File: config.mk
export PLATFORM = sky130hd
export DESIGN_NAME = layer_scroll_ctrl_flat
export DESIGN_NICKNAME = d
export VERILOG_FILES = /design/src/rtl/layer_scroll_ctrl_if.sv /design/src/rtl/layer_scroll_ctrl.sv /design/src/flat_wrapper.sv
export SDC_FILE = /design/constraint.sdc
export NUM_CORES = 1
export LEC_CHECK = 0
export ABC_AREA = 1
export BUFFER_PORTS_ARGS = -buffer_cell sky130_fd_sc_hd__buf_2
export CAP_MARGIN = 5
export CORE_MARGIN = 2
export CORE_UTILIZATION = 55
export CTS_CLUSTER_SIZE = 8
export DETAILED_ROUTE_END_ITERATION = 16
export PLACE_DENSITY = 0.77
export SLEW_MARGIN = 20
export SYNTH_ARGS = -nofsm -noshare
export SYNTH_HDL_FRONTEND = slang
export SYNTH_SLANG_ARGS = --single-unit
File: constraint.sdc
create_clock -name clk -period 2.6 [get_ports clk]
set_input_delay 0.52 -clock clk [delete_from_list [all_inputs] [get_ports clk]]
set_output_delay 0.52 -clock clk [all_outputs]
set_load 0.02 [all_outputs]
File: src/rtl/layer_scroll_ctrl_if.sv
// ============================================================================
// Module      : layer_scroll_ctrl_if
// Description : Request/pulse bundle between the game controller and
//               layer_scroll_ctrl, which drives the layer row generator.
// Revision    : 1.0 - initial release
// ============================================================================
`timescale 1ns/1ps
`default_nettype none

interface layer_scroll_ctrl_if;
    logic       module_en;
    logic       one_ms_tick;
    logic       init_req;
    logic       scroll_req;
    logic       load;
    logic       start;
    logic [0:6] layer_map;
    logic [0:6] block_type;
    logic       busy;
    logic       scroll_done;
    logic [7:0] scroll_count;

    modport master (
        output module_en, one_ms_tick, init_req, scroll_req,
        input  load, start, layer_map, block_type, busy, scroll_done, scroll_count
    );

    modport slave (
        input  module_en, one_ms_tick, init_req, scroll_req,
        output load, start, layer_map, block_type, busy, scroll_done, scroll_count
    );
endinterface

`default_nettype wire

File: src/rtl/layer_scroll_ctrl.sv
// ============================================================================
// Module      : layer_scroll_ctrl
// Description : Generates pseudo-random layer rows and sequences load/scroll
//               pulses to the layers, pacing scrolls by one_ms_tick.
// Revision    : 1.0 - initial release
// ============================================================================
`timescale 1ns/1ps
`default_nettype none

module layer_scroll_ctrl #(
    parameter int unsigned SCROLL_MS = 150,
    parameter logic [15:0] LFSR_SEED = 16'hACE1
) (
    input wire logic        clk,
    input wire logic        rst,
    layer_scroll_ctrl_if.slave ctrl
);

    // An all-zero seed would lock the LFSR, so it is promoted to 1.
    localparam logic [15:0] c_SEED      = (LFSR_SEED == 16'h0000) ? 16'h0001 : LFSR_SEED;
    localparam logic [7:0]  c_LAST_TICK = 8'(SCROLL_MS - 1);

    localparam logic [2:0] c_IDLE   = 3'd0;
    localparam logic [2:0] c_GEN    = 3'd1;
    localparam logic [2:0] c_LOAD   = 3'd2;
    localparam logic [2:0] c_START  = 3'd3;
    localparam logic [2:0] c_SCROLL = 3'd4;
    localparam logic [2:0] c_DONE   = 3'd5;

    logic [2:0]  r_state;
    logic [2:0]  w_next;
    logic        r_mode_init;
    logic [15:0] r_lfsr;
    logic        w_feedback;
    logic [7:0]  r_ticks;
    logic [7:0]  r_count;
    logic [0:6]  r_map;
    logic [0:6]  r_type;
    logic [0:6]  w_gen_map;
    logic [0:6]  w_gen_type;

    assign w_feedback = r_lfsr[15] ^ r_lfsr[13] ^ r_lfsr[12] ^ r_lfsr[10];

    always_comb begin
        w_next = r_state;
        case (r_state)
            c_IDLE:   if (ctrl.module_en && (ctrl.init_req || ctrl.scroll_req)) w_next = c_GEN;
            c_GEN:    w_next = r_mode_init ? c_LOAD : c_START;
            c_LOAD:   w_next = c_IDLE;
            c_START:  w_next = c_SCROLL;
            c_SCROLL: if (ctrl.one_ms_tick && (r_ticks == c_LAST_TICK)) w_next = c_DONE;
            c_DONE:   w_next = c_IDLE;
            default:  w_next = c_IDLE;
        endcase
    end

    // An empty row is never emitted; column 3 is forced instead.
    always_comb begin
        w_gen_map  = '0;
        w_gen_type = '0;
        for (int i = 0; i < 7; i++) begin
            w_gen_map[i]  = r_lfsr[i];
            w_gen_type[i] = r_lfsr[8 + i];
        end
        if (r_lfsr[6:0] == 7'd0) w_gen_map = 7'b0001000;
    end

    always_ff @(posedge clk) begin
        if (rst) begin
            r_state     <= c_IDLE;
            r_mode_init <= 1'b0;
            r_lfsr      <= c_SEED;
            r_ticks     <= 8'd0;
            r_count     <= 8'd0;
            r_map       <= '0;
            r_type      <= '0;
        end else begin
            r_state <= w_next;
            if (ctrl.module_en) r_lfsr <= {r_lfsr[14:0], w_feedback};
            if (r_state == c_IDLE) r_mode_init <= ctrl.init_req;
            case (r_state)
                c_GEN: begin
                    r_map  <= w_gen_map;
                    r_type <= w_gen_type;
                end
                c_START:  r_ticks <= 8'd0;
                c_SCROLL: if (ctrl.one_ms_tick) r_ticks <= r_ticks + 8'd1;
                c_DONE:   if (r_count != 8'hFF) r_count <= r_count + 8'd1;
                default: ;
            endcase
        end
    end

    assign ctrl.load         = (r_state == c_LOAD);
    assign ctrl.start        = (r_state == c_START);
    assign ctrl.scroll_done  = (r_state == c_DONE);
    assign ctrl.busy         = (r_state != c_IDLE);
    assign ctrl.layer_map    = r_map;
    assign ctrl.block_type   = r_type;
    assign ctrl.scroll_count = r_count;

endmodule

`default_nettype wire

File: src/flat_wrapper.sv
// flat-port wrapper written by rule: the top's interface ports become plain ports
module layer_scroll_ctrl_flat 
#(
    parameter int unsigned SCROLL_MS = 150,
    parameter logic [15:0] LFSR_SEED = 16'hACE1
)
  (clk, rst, ctrl_module_en, ctrl_one_ms_tick, ctrl_init_req, ctrl_scroll_req, ctrl_load, ctrl_start, ctrl_layer_map, ctrl_block_type, ctrl_busy, ctrl_scroll_done, ctrl_scroll_count);
  layer_scroll_ctrl_if ctrl_i ();
  input wire logic clk;
  input wire logic rst;
  input wire logic [$bits(ctrl_i.module_en)-1:0] ctrl_module_en;
  input wire logic [$bits(ctrl_i.one_ms_tick)-1:0] ctrl_one_ms_tick;
  input wire logic [$bits(ctrl_i.init_req)-1:0] ctrl_init_req;
  input wire logic [$bits(ctrl_i.scroll_req)-1:0] ctrl_scroll_req;
  output wire logic [$bits(ctrl_i.load)-1:0] ctrl_load;
  output wire logic [$bits(ctrl_i.start)-1:0] ctrl_start;
  output wire logic [$bits(ctrl_i.layer_map)-1:0] ctrl_layer_map;
  output wire logic [$bits(ctrl_i.block_type)-1:0] ctrl_block_type;
  output wire logic [$bits(ctrl_i.busy)-1:0] ctrl_busy;
  output wire logic [$bits(ctrl_i.scroll_done)-1:0] ctrl_scroll_done;
  output wire logic [$bits(ctrl_i.scroll_count)-1:0] ctrl_scroll_count;
  assign ctrl_i.module_en = ctrl_module_en;
  assign ctrl_i.one_ms_tick = ctrl_one_ms_tick;
  assign ctrl_i.init_req = ctrl_init_req;
  assign ctrl_i.scroll_req = ctrl_scroll_req;
  assign ctrl_load = ctrl_i.load;
  assign ctrl_start = ctrl_i.start;
  assign ctrl_layer_map = ctrl_i.layer_map;
  assign ctrl_block_type = ctrl_i.block_type;
  assign ctrl_busy = ctrl_i.busy;
  assign ctrl_scroll_done = ctrl_i.scroll_done;
  assign ctrl_scroll_count = ctrl_i.scroll_count;
  layer_scroll_ctrl #(.SCROLL_MS(SCROLL_MS), .LFSR_SEED(LFSR_SEED)) u_core (.clk(clk), .rst(rst), .ctrl(ctrl_i));
endmodule
# --- After elaboration in Yosys (flattened, before gate mapping) ---
# Cells that the tools add are included.
totals:
  register_bits: 50
  mem_count: 0
  latch_bits: 0
  output_inout_bits: 26
  ramBits: 0
  elab_cells: 39
  in_bits: 6
  rom_bits: 0
op_classes:
  order_cmp: 0
  n_eq_ne: 10
  add_sub_neg: 2
  n_mul: 0
  mux: 7
  div_mod_pow: 0
  reduce_logical: 10
  n_shift: 0
  n_bitwise: 3
ops:
  columns: ["operator", "count"]
  rows:
  - ["adder 8 x 1 -> 8 bit (second input constant)", 2]
  - ["one-hot mux 8 bit (2 select lines)", 1]
  - ["one-hot mux 3 bit (4 select lines)", 1]
  - ["== test 8 bit (second input constant)", 1]
  - ["two-way mux 8 bit", 1]
  - ["!= test 8 bit (second input constant)", 1]
  - ["zero test 7 bit", 1]
  - ["two-way mux 7 bit", 1]
  - ["== test 3 x 2 -> 1 bit (second input constant)", 2]
  - ["== test 3 bit (second input constant)", 2]
  - ["two-way mux 3 bit", 2]
  - ["AND reduction 2 bit", 3]
  - ["!= test 2 x 1 -> 1 bit (second input constant)", 2]
  - ["== test 3 x 1 -> 1 bit (second input constant)", 1]
  - ["zero test 3 bit", 1]
  - ["nonzero test 3 bit", 1]
  - ["XOR 1 bit", 3]
  - ["logical AND 1 bit", 2]
  - ["!= test 2 bit (second input constant)", 1]
  - ["nonzero test 2 bit", 1]
  - ["logical OR 1 bit", 1]
  - ["two-way mux 1 bit", 1]

# --- Longest topological paths before layout ---
# Gate-level depths: netlist of the first run.
depth:
  depth_word: 4
  ltp_mapped: 9

# --- Worst setup path before layout of the first run ---
# Ideal clock, no wire load.
synth_timing:
  path_kind: "flip-flop to output port"
  from: "reg u_core.r_state[1]"
  to: "out ctrl_load"
  setup_slack_ns: 1.118
  t_required_ns: 2.080
  arrival_time_ns: 0.962
  stages_incl_launch_ff: 3
  path_cell_list: "dfxtp_1 -> inv_1 -> nor3_1"
synth_via:
  elab_chain_len: 1
synth_lines:
  columns: ["element", "line_no", "rtl"]
  rows:
  - ["start, declared", "layer_scroll_ctrl.sv:30", "logic [2:0] r_state;"]
  - ["start signal, assigned", "layer_scroll_ctrl.sv:70", "r_state <= c_IDLE;"]
  - ["start signal, assigned", "layer_scroll_ctrl.sv:78", "r_state <= w_next;"]
  - ["== test 3 x 2 -> 1 bit", "layer_scroll_ctrl.sv:94", "assign ctrl.load = (r_state == c_LOAD);"]
  - ["end, declared", "flat_wrapper.sv:15", "output wire logic [$bits(ctrl_i.load)-1:0] ctrl_load;"]
# No other way between the ends.

# --- Worst setup path in the final report of the first run ---
layout_timing:
  from: "reg u_core.r_state[2]"
  to: "out ctrl_scroll_done"
layout_via:
  elab_chain_len: 1
layout_lines:
  columns: ["element", "line_no", "rtl"]
  rows:
  - ["== test 3 bit", "layer_scroll_ctrl.sv:96", "assign ctrl.scroll_done = (r_state == c_DONE);"]
  - ["end, declared", "flat_wrapper.sv:20", "output wire logic [$bits(ctrl_i.scroll_done)-1:0] ctrl_scroll_done;"]
# No other way between the ends.

==> metrics.txt, run 1 <==
status=completed; drt total wl=between 4000 and 5000 um; WP data required=approximately 2.1 ns; Starting Density=between 50% and 60%; highest-delay cell along the critical path=dfxtp_1; Synth Area in XOR/XNOR=under 10%; final worst setup slack=around 0.76 ns; drt drc=0; Pins Over Slew Limit=0; Max stage delay on crit path=between 0.4 and 0.5 ns; worst hold path type=reg2reg; layout cells sized above 1=14.77%; Mapped Cells=292; Final Instance Count excl. Fillers=roughly 370; commonest non-fill, non-tap cell in the layout=nor2_1; vias per inst=~5.1; RSZ-0062 raised after global routing=no; Area Overhead vs Synth=13.87%; core area=around 3700 sq um; routability cong.=roughly 0.8; CTS Sinks=50; Yosys warning total=0; P_sw=approximately 470 uW; Placed Instances=365; post-route ant nets=0; Tmin final=1.842 ns; Remaining Overflow, GRT=0; flops & latches, synth=50; adder-cell share of the synthesized area=between 1.5 and 2%; CP Max Fanout=5; Vias=1,900; Synth Area in Simple Gates=30.40%; initial antenna violation count=0; sw frac=29.38%; Post-Route Setup TNS=0 ns; cell family with most CP delay=flip-flops; dpl hpwl=about 2900 um; # diodes=0; skew final=approximately 0.015 ns; ys flop type=dfxtp_1; H-tree level count=2; # nets final=333; Mapped Avg Cell Area=roughly 7.3 sq um; clk_lat worst skew=a little over 0.3 ns; Slew headroom=between 60% and 70%; CTS Buf Count=5; IO buf count=31; Slew @ Worst Pin=0.4697 ns; kind of critical path=reg2out; Max Cap Violations=0; Comb pwr share=between 15 and 20%; first-pass GRT wire length=around 7600 um; Starting DRT DRC Count=between 100 and 150; row count=22; Worst IR Drop VDD=0.0004416 V; CTS Root Cell=clkbuf_8; top-area cell type share of the netlist area=47.23%; CTS max path bufs=2; Setup Viol. Count Final=0; largest family of logic cells by synthesized area=simple AND/OR/NAND/NOR gates; most frequent cells in the layout=nor2_1, nand2_1, dfxtp_1; Clk network pwr share=29.9%; drt pass-1 iters=4; Die Height=about 66 um; Buf+Inv Stages, Crit Path=2; CP startpoint=u_core.r_state[2]; leakage=~0.0011 uW; Synth async-reset ratio=0%; critical path cell sequence=inv_2, nor3_4, buf_2; top post-synthesis cells by area=dfxtp_1, nor2_1, nand2_1, o21ai_0, inv_1; post-CTS setup buffer count=0; CTS resizes=0; R2R Path Start=u_core.ctrl.scroll_count[1]; CTS tree=done; syn_nets=roughly 300; vias in the first global route=1,756; top cell type by total area after synthesis=dfxtp_1; Die W=66.08 um; Distinct cells, synth=24; Synth Area in Compound Gates=between 10% and 20%; sequential-to-total area share from yosys stat=47.23%; mux contribution to synthesized area=0%; CP Launch Type=flip-flop; All-Layer GR Usage=between 20 and 25%; Util after Layout=between 60 and 70%; drt wl/cell=~11 um; cell area power density=~660 nW/um^2; Fmax=roughly 540 MHz; clock-pin slew on the worst setup and hold paths=0.10 ns; CP Capture Type=output pin; crit path DAT=roughly 1.3 ns; Die ar.=4367 sq um; fin crit share=a little under three quarters; Seq pwr share=roughly 55%; number of hold violations in the final report=0; Int Pwr=between 1000 and 1500 uW; Post-synth EDFFs=0; R2R Setup Slk=around 1.1 ns; hold_sp=u_core.r_lfsr[7]; Post-Syn Area=2120 sq um; hold-fix buffers at CTS=0; largest net degree at the start of global routing=34; fillcell total=between 300 and 400; I/O pin count=32; final hold slack=around 0.48 ns; pre-CTS WS=around 1 ns
-- Yosys cell counts, types with 3 or more instances --
master,number
inv_1,27
ha_1,3
clkbuf_1,7
a21oi_1,13
xor2_1,5
nor2_1,64
o21ai_0,28
nand4_1,8
nand3_1,17
dfxtp_1,50
nand2_1,52
-- layer usage --
| layer | part of all wire (%) | vias up | track usage, % |
|---|---|---|---|
| met5 | 0 | - | 0 |
| met4 | 1.9 | 0 | 9.694 |
| li1 | - | 1003 | - |
| met2 | 47 | 31 | 37.75 |
| met1 | 48 | 857 | 26.95 |
| met3 | 3.5 | 9 | 5.111 |
-- cell type report --
| type | count | area (sq um) | share of cell area (%) |
|---|---|---|---|
| clock buffer | 6 | 82.58 | 3.421 |
| sequential | 50 | 1001 | 41.47 |
| multi-input combinational | 203 | 969.7 | 40.18 |
| timing repair buffer | 33 | 170.2 | 7.050 |
| tap | 48 | 60.06 | 2.488 |
| clock inverter | 2 | 12.51 | 0.5184 |
| inverter | 31 | 117.6 | 4.873 |
-- state kept, by name, summed over array words and instances, names as in the netlist --
signal / flops
u_core.ctrl.scroll_count: 8
u_core.r_mode_init: 1
u_core.r_lfsr: 16
u_core.ctrl.layer_map: 7
u_core.ctrl.block_type: 7
u_core.r_state: 3
u_core.r_ticks: 8
-- final timing paths --
kind                                       to  cells past startpoint
hold reg to reg              u_core.r_lfsr[7]                      2
setup reg to reg  u_core.ctrl.scroll_count[1]                      8
setup / recovery             ctrl_scroll_done                      3
hold / removal               u_core.r_lfsr[7]                      2
-- power by group through the flow --
| stage | clock (uW) | sequential [uW] | combinational (uW) |
|---|---|---|---|
| 2_1_floorplan | 0 | 918 | 133 |
| 3_3_place_gp | 0 | 883 | 244 |
| 3_5_place_dp | 0 | 882 | 249 |
| 4_1_cts | 484 | 866 | 251 |
| 5_1_grt | 513 | 874 | 281 |
| 6_report | 474 | 866 | 246 |
-- tightest hold or removal path, cell delays in order (launching register included) --
cell and delay, ns:
dfxtp_1 0.35, nand2_1 0.06, nand3_1 0.05
-- stage by stage --
step                      power (uW)  cell area, sq um
final                           1586              2414
after global routing            1668              2414
after CTS                       1601              2414
after detailed placement        1131              2318
after global placement          1127              2318
after floorplan                 1051              2120
-- kinds of logic (layout without fill, tap and decap cells) --
logic type | count (synthesis) | in the layout
AND/OR/NAND/NOR | 149 | 149
flip-flops | 50 | 50
XOR/XNOR | 7 | 7
buffers and inverters | 39 | 72
adder cells (fa/ha/maj) | 3 | 3
AO/OA/AOI/OAI | 44 | 44
No activity file was read; power rests on OpenSTA's default activity.
==> run 2, diff against run 1 <==
--- a/config.mk
+++ b/config.mk
@@ -9,10 +9,10 @@
 export BUFFER_PORTS_ARGS = -buffer_cell sky130_fd_sc_hd__buf_2
 export CAP_MARGIN = 5
 export CORE_MARGIN = 2
-export CORE_UTILIZATION = 55
+export CORE_UTILIZATION = 50
 export CTS_CLUSTER_SIZE = 8
 export DETAILED_ROUTE_END_ITERATION = 16
-export PLACE_DENSITY = 0.77
+export PLACE_DENSITY = 0.74
 export SLEW_MARGIN = 20
 export SYNTH_ARGS = -nofsm -noshare
 export SYNTH_HDL_FRONTEND = slang
==> constraint.sdc (replaced) <==
create_clock -name clk -period 1.6 [get_ports clk]
set_input_delay 0.32 -clock clk [delete_from_list [all_inputs] [get_ports clk]]
set_output_delay 0.32 -clock clk [all_outputs]
set_load 0.02 [all_outputs]
==> run 2 against run 1 <==
Net effect: cell count is 2.1% higher; design area is 3.3% higher; setup slack worse by 0.66 ns; clock-buffer cell count stayed put.
==> metrics.txt, run 2 (synthesis gave the netlist of run 1 again) <==
final worst setup slack=0.1026 ns (-0.6554 ns); pre-CTS WS=0.1829 ns (-0.7896 ns); CP Capture Type=output pin; CTS max path bufs=2 (unchanged); Seq pwr share=52.0% (-2.6 points); kind of critical path=reg2out; drt wl/cell=11.34 um (-0.91%); Die ar.=4776 sq um (+9.4%); Int Pwr=1950 uW (+74%); skew final=0.008537 ns (-0.006111 ns); RSZ-0062 raised after global routing=no; Pins Over Slew Limit=0 (unchanged); Starting Density=52.61% (-4.9 points); drt pass-1 iters=4 (unchanged); crit path to=ctrl_scroll_done; routability cong.=0.8068 (-2.0%); largest net degree at the start of global routing=21 (-38%); row count=23 (+4.5%); max FFs per register=16 (unchanged); initial antenna violation count=0 (unchanged); Reg2Reg Depth=8 (unchanged); Fmax=667.8 MHz; Die Height=69.11 um (+4.6%); Tmin final=~1.5 ns; Util after Layout=61.86% (-3.6 points); fillcell total=391 (+18%); # nets final=339 (+1.8%); CP startpoint=u_core.r_state[2]; Worst IR Drop VDD=0.0007750 V (+75%); CP Max Fanout=5 (unchanged); commonest non-fill, non-tap cell in the layout=nor2_1; Slew headroom=68.74% (+0.091 points); status=completed; Vias=1,879 (-1.1%); drt total wl=4320 um (+1.2%); Comb pwr share=15.1% (-0.4 points); vias in the first global route=1,657 (-5.6%); CTS Buf Count=5 (unchanged); Max Cap Violations=0 (unchanged); highest-delay cell along the critical path=dfxtp_2; Max stage delay on crit path=0.41 ns (-0.06 ns); CTS Sinks=50 (unchanged); CTS Root Cell=clkbuf_8; All-Layer GR Usage=19.25% (-3.1 points); fin crit share=93.59%; drt drc=0 (unchanged); Area Overhead vs Synth=17.59%; WP data required=1.28 ns (-0.80 ns); sw frac=27.97% (-1.4 points); Die W=69.11 um (+4.6%); Placed Instances=372 (+1.9%); IO buf count=31 (unchanged); hold-fix buffers at CTS=0 (unchanged); post-route ant nets=0 (unchanged); number of hold violations in the final report=0 (unchanged); layout cells sized above 1=17.82% (+3.1 points); I/O pin count=32 (unchanged); Post-Route Setup TNS=0 ns (unchanged); Final Instance Count excl. Fillers=381 (+2.1%); leakage=0.001150 uW (+3.2%); core area=4029 sq um (+9.2%); CP Launch Type=flip-flop; R2R Setup Slk=0.15 ns (-0.95 ns); Slew @ Worst Pin=0.4683 ns (-0.001359 ns); Starting DRT DRC Count=151 (+2.7%); CTS tree=done; dpl hpwl=3003 um (+4.1%); cell area power density=1086 nW/um^2 (+65%); vias per inst=4.932 (-3.2%); Largest Register=u_core.r_lfsr; clock-pin slew on the worst setup and hold paths=0.09 ns (about the same); R2R Path Start=u_core.ctrl.scroll_count[1]; worst hold path type=in2reg; clk_lat worst skew=0.31 ns (about the same); crit path DAT=1.18 ns (-0.14 ns); R2R Path End=u_core.ctrl.scroll_count[1]; Remaining Overflow, GRT=0 (unchanged); most frequent cells in the layout=nor2_1, nand2_1, dfxtp_1; first-pass GRT wire length=7507 um (-0.73%); P_sw=757.3 uW (+63%); Setup Viol. Count Final=0 (unchanged); Clk network pwr share=32.9% (+3.0 points); # diodes=0 (unchanged); critical path cell sequence=inv_2, nor3_4, buf_2; H-tree level count=2 (unchanged)
[run 2: worst min-delay path by stage]
| stage | slack [ns] | to | cells past startpoint | startpoint |
|---|---|---|---|---|
| after global placement | 0.45 | u_core.r_lfsr[7] | 2 | u_core.r_lfsr[7] |
| after detailed placement | 0.45 | u_core.r_lfsr[7] | 2 | u_core.r_lfsr[7] |
| after floorplan | 0.43 | u_core.r_lfsr[7] | 2 | u_core.r_lfsr[7] |
| final | 0.34 | u_core.r_state[0] | 5 | ctrl_scroll_req |
| after CTS | 0.34 | u_core.r_mode_init | 3 | ctrl_init_req |
| after global routing | 0.35 | u_core.r_state[0] | 5 | ctrl_scroll_req |
[run 2: metrics by stage]
stage                     hold slack [ns]  total power, uW  area, sq um
after floorplan                    0.4296             1707         2120
after global placement             0.4452             1839         2359
after detailed placement           0.4534             1846         2359
after CTS                          0.3423             2736         2482
after global routing               0.3520             2844         2492
final                              0.3448             2708         2492
[run 2: timing repair]
| action | in CTS | in global routing |
|---|---|---|
| setup buffers | 1 | 0 |
| resized for setup | 2 | 4 |
| pin swaps | 1 | 0 |
| setup endpoints to repair | 2 | 4 |
[run 2: area by class of cell]
class	count	area (sq um)	area share (%)
sequential	50	1005	40.31
multi-input combinational	203	982.2	39.41
timing repair buffer	39	215.2	8.635
inverter	31	117.6	4.719
clock buffer	6	72.57	2.912
tap	50	62.56	2.510
clock inverter	2	37.54	1.506
[run 2: power groups by stage]
stage	clock network, uW	registers (uW)	logic [uW]
after floorplan	0	1490	216
after global placement	0	1430	408
after detailed placement	0	1430	412
after CTS	915	1410	415
after global routing	957	1420	464
final	890	1410	408
[run 2: routing by layer]
metal  part of all wire (%)  up-vias  track usage, %
met5                      0        -               0
met4                    1.7        0           6.536
met3                    3.6        4           5.556
met2                     44       30           30.88
met1                     50      836           24.82
li1                       -     1009               -
[run 2: critical path: cells and delay by family, from the launching register on]
family | cells | cell delay (ns)
AND/OR/NAND/NOR | 1 | 0.19
flip-flops | 1 | 0.41
buffers and inverters | 2 | 0.27
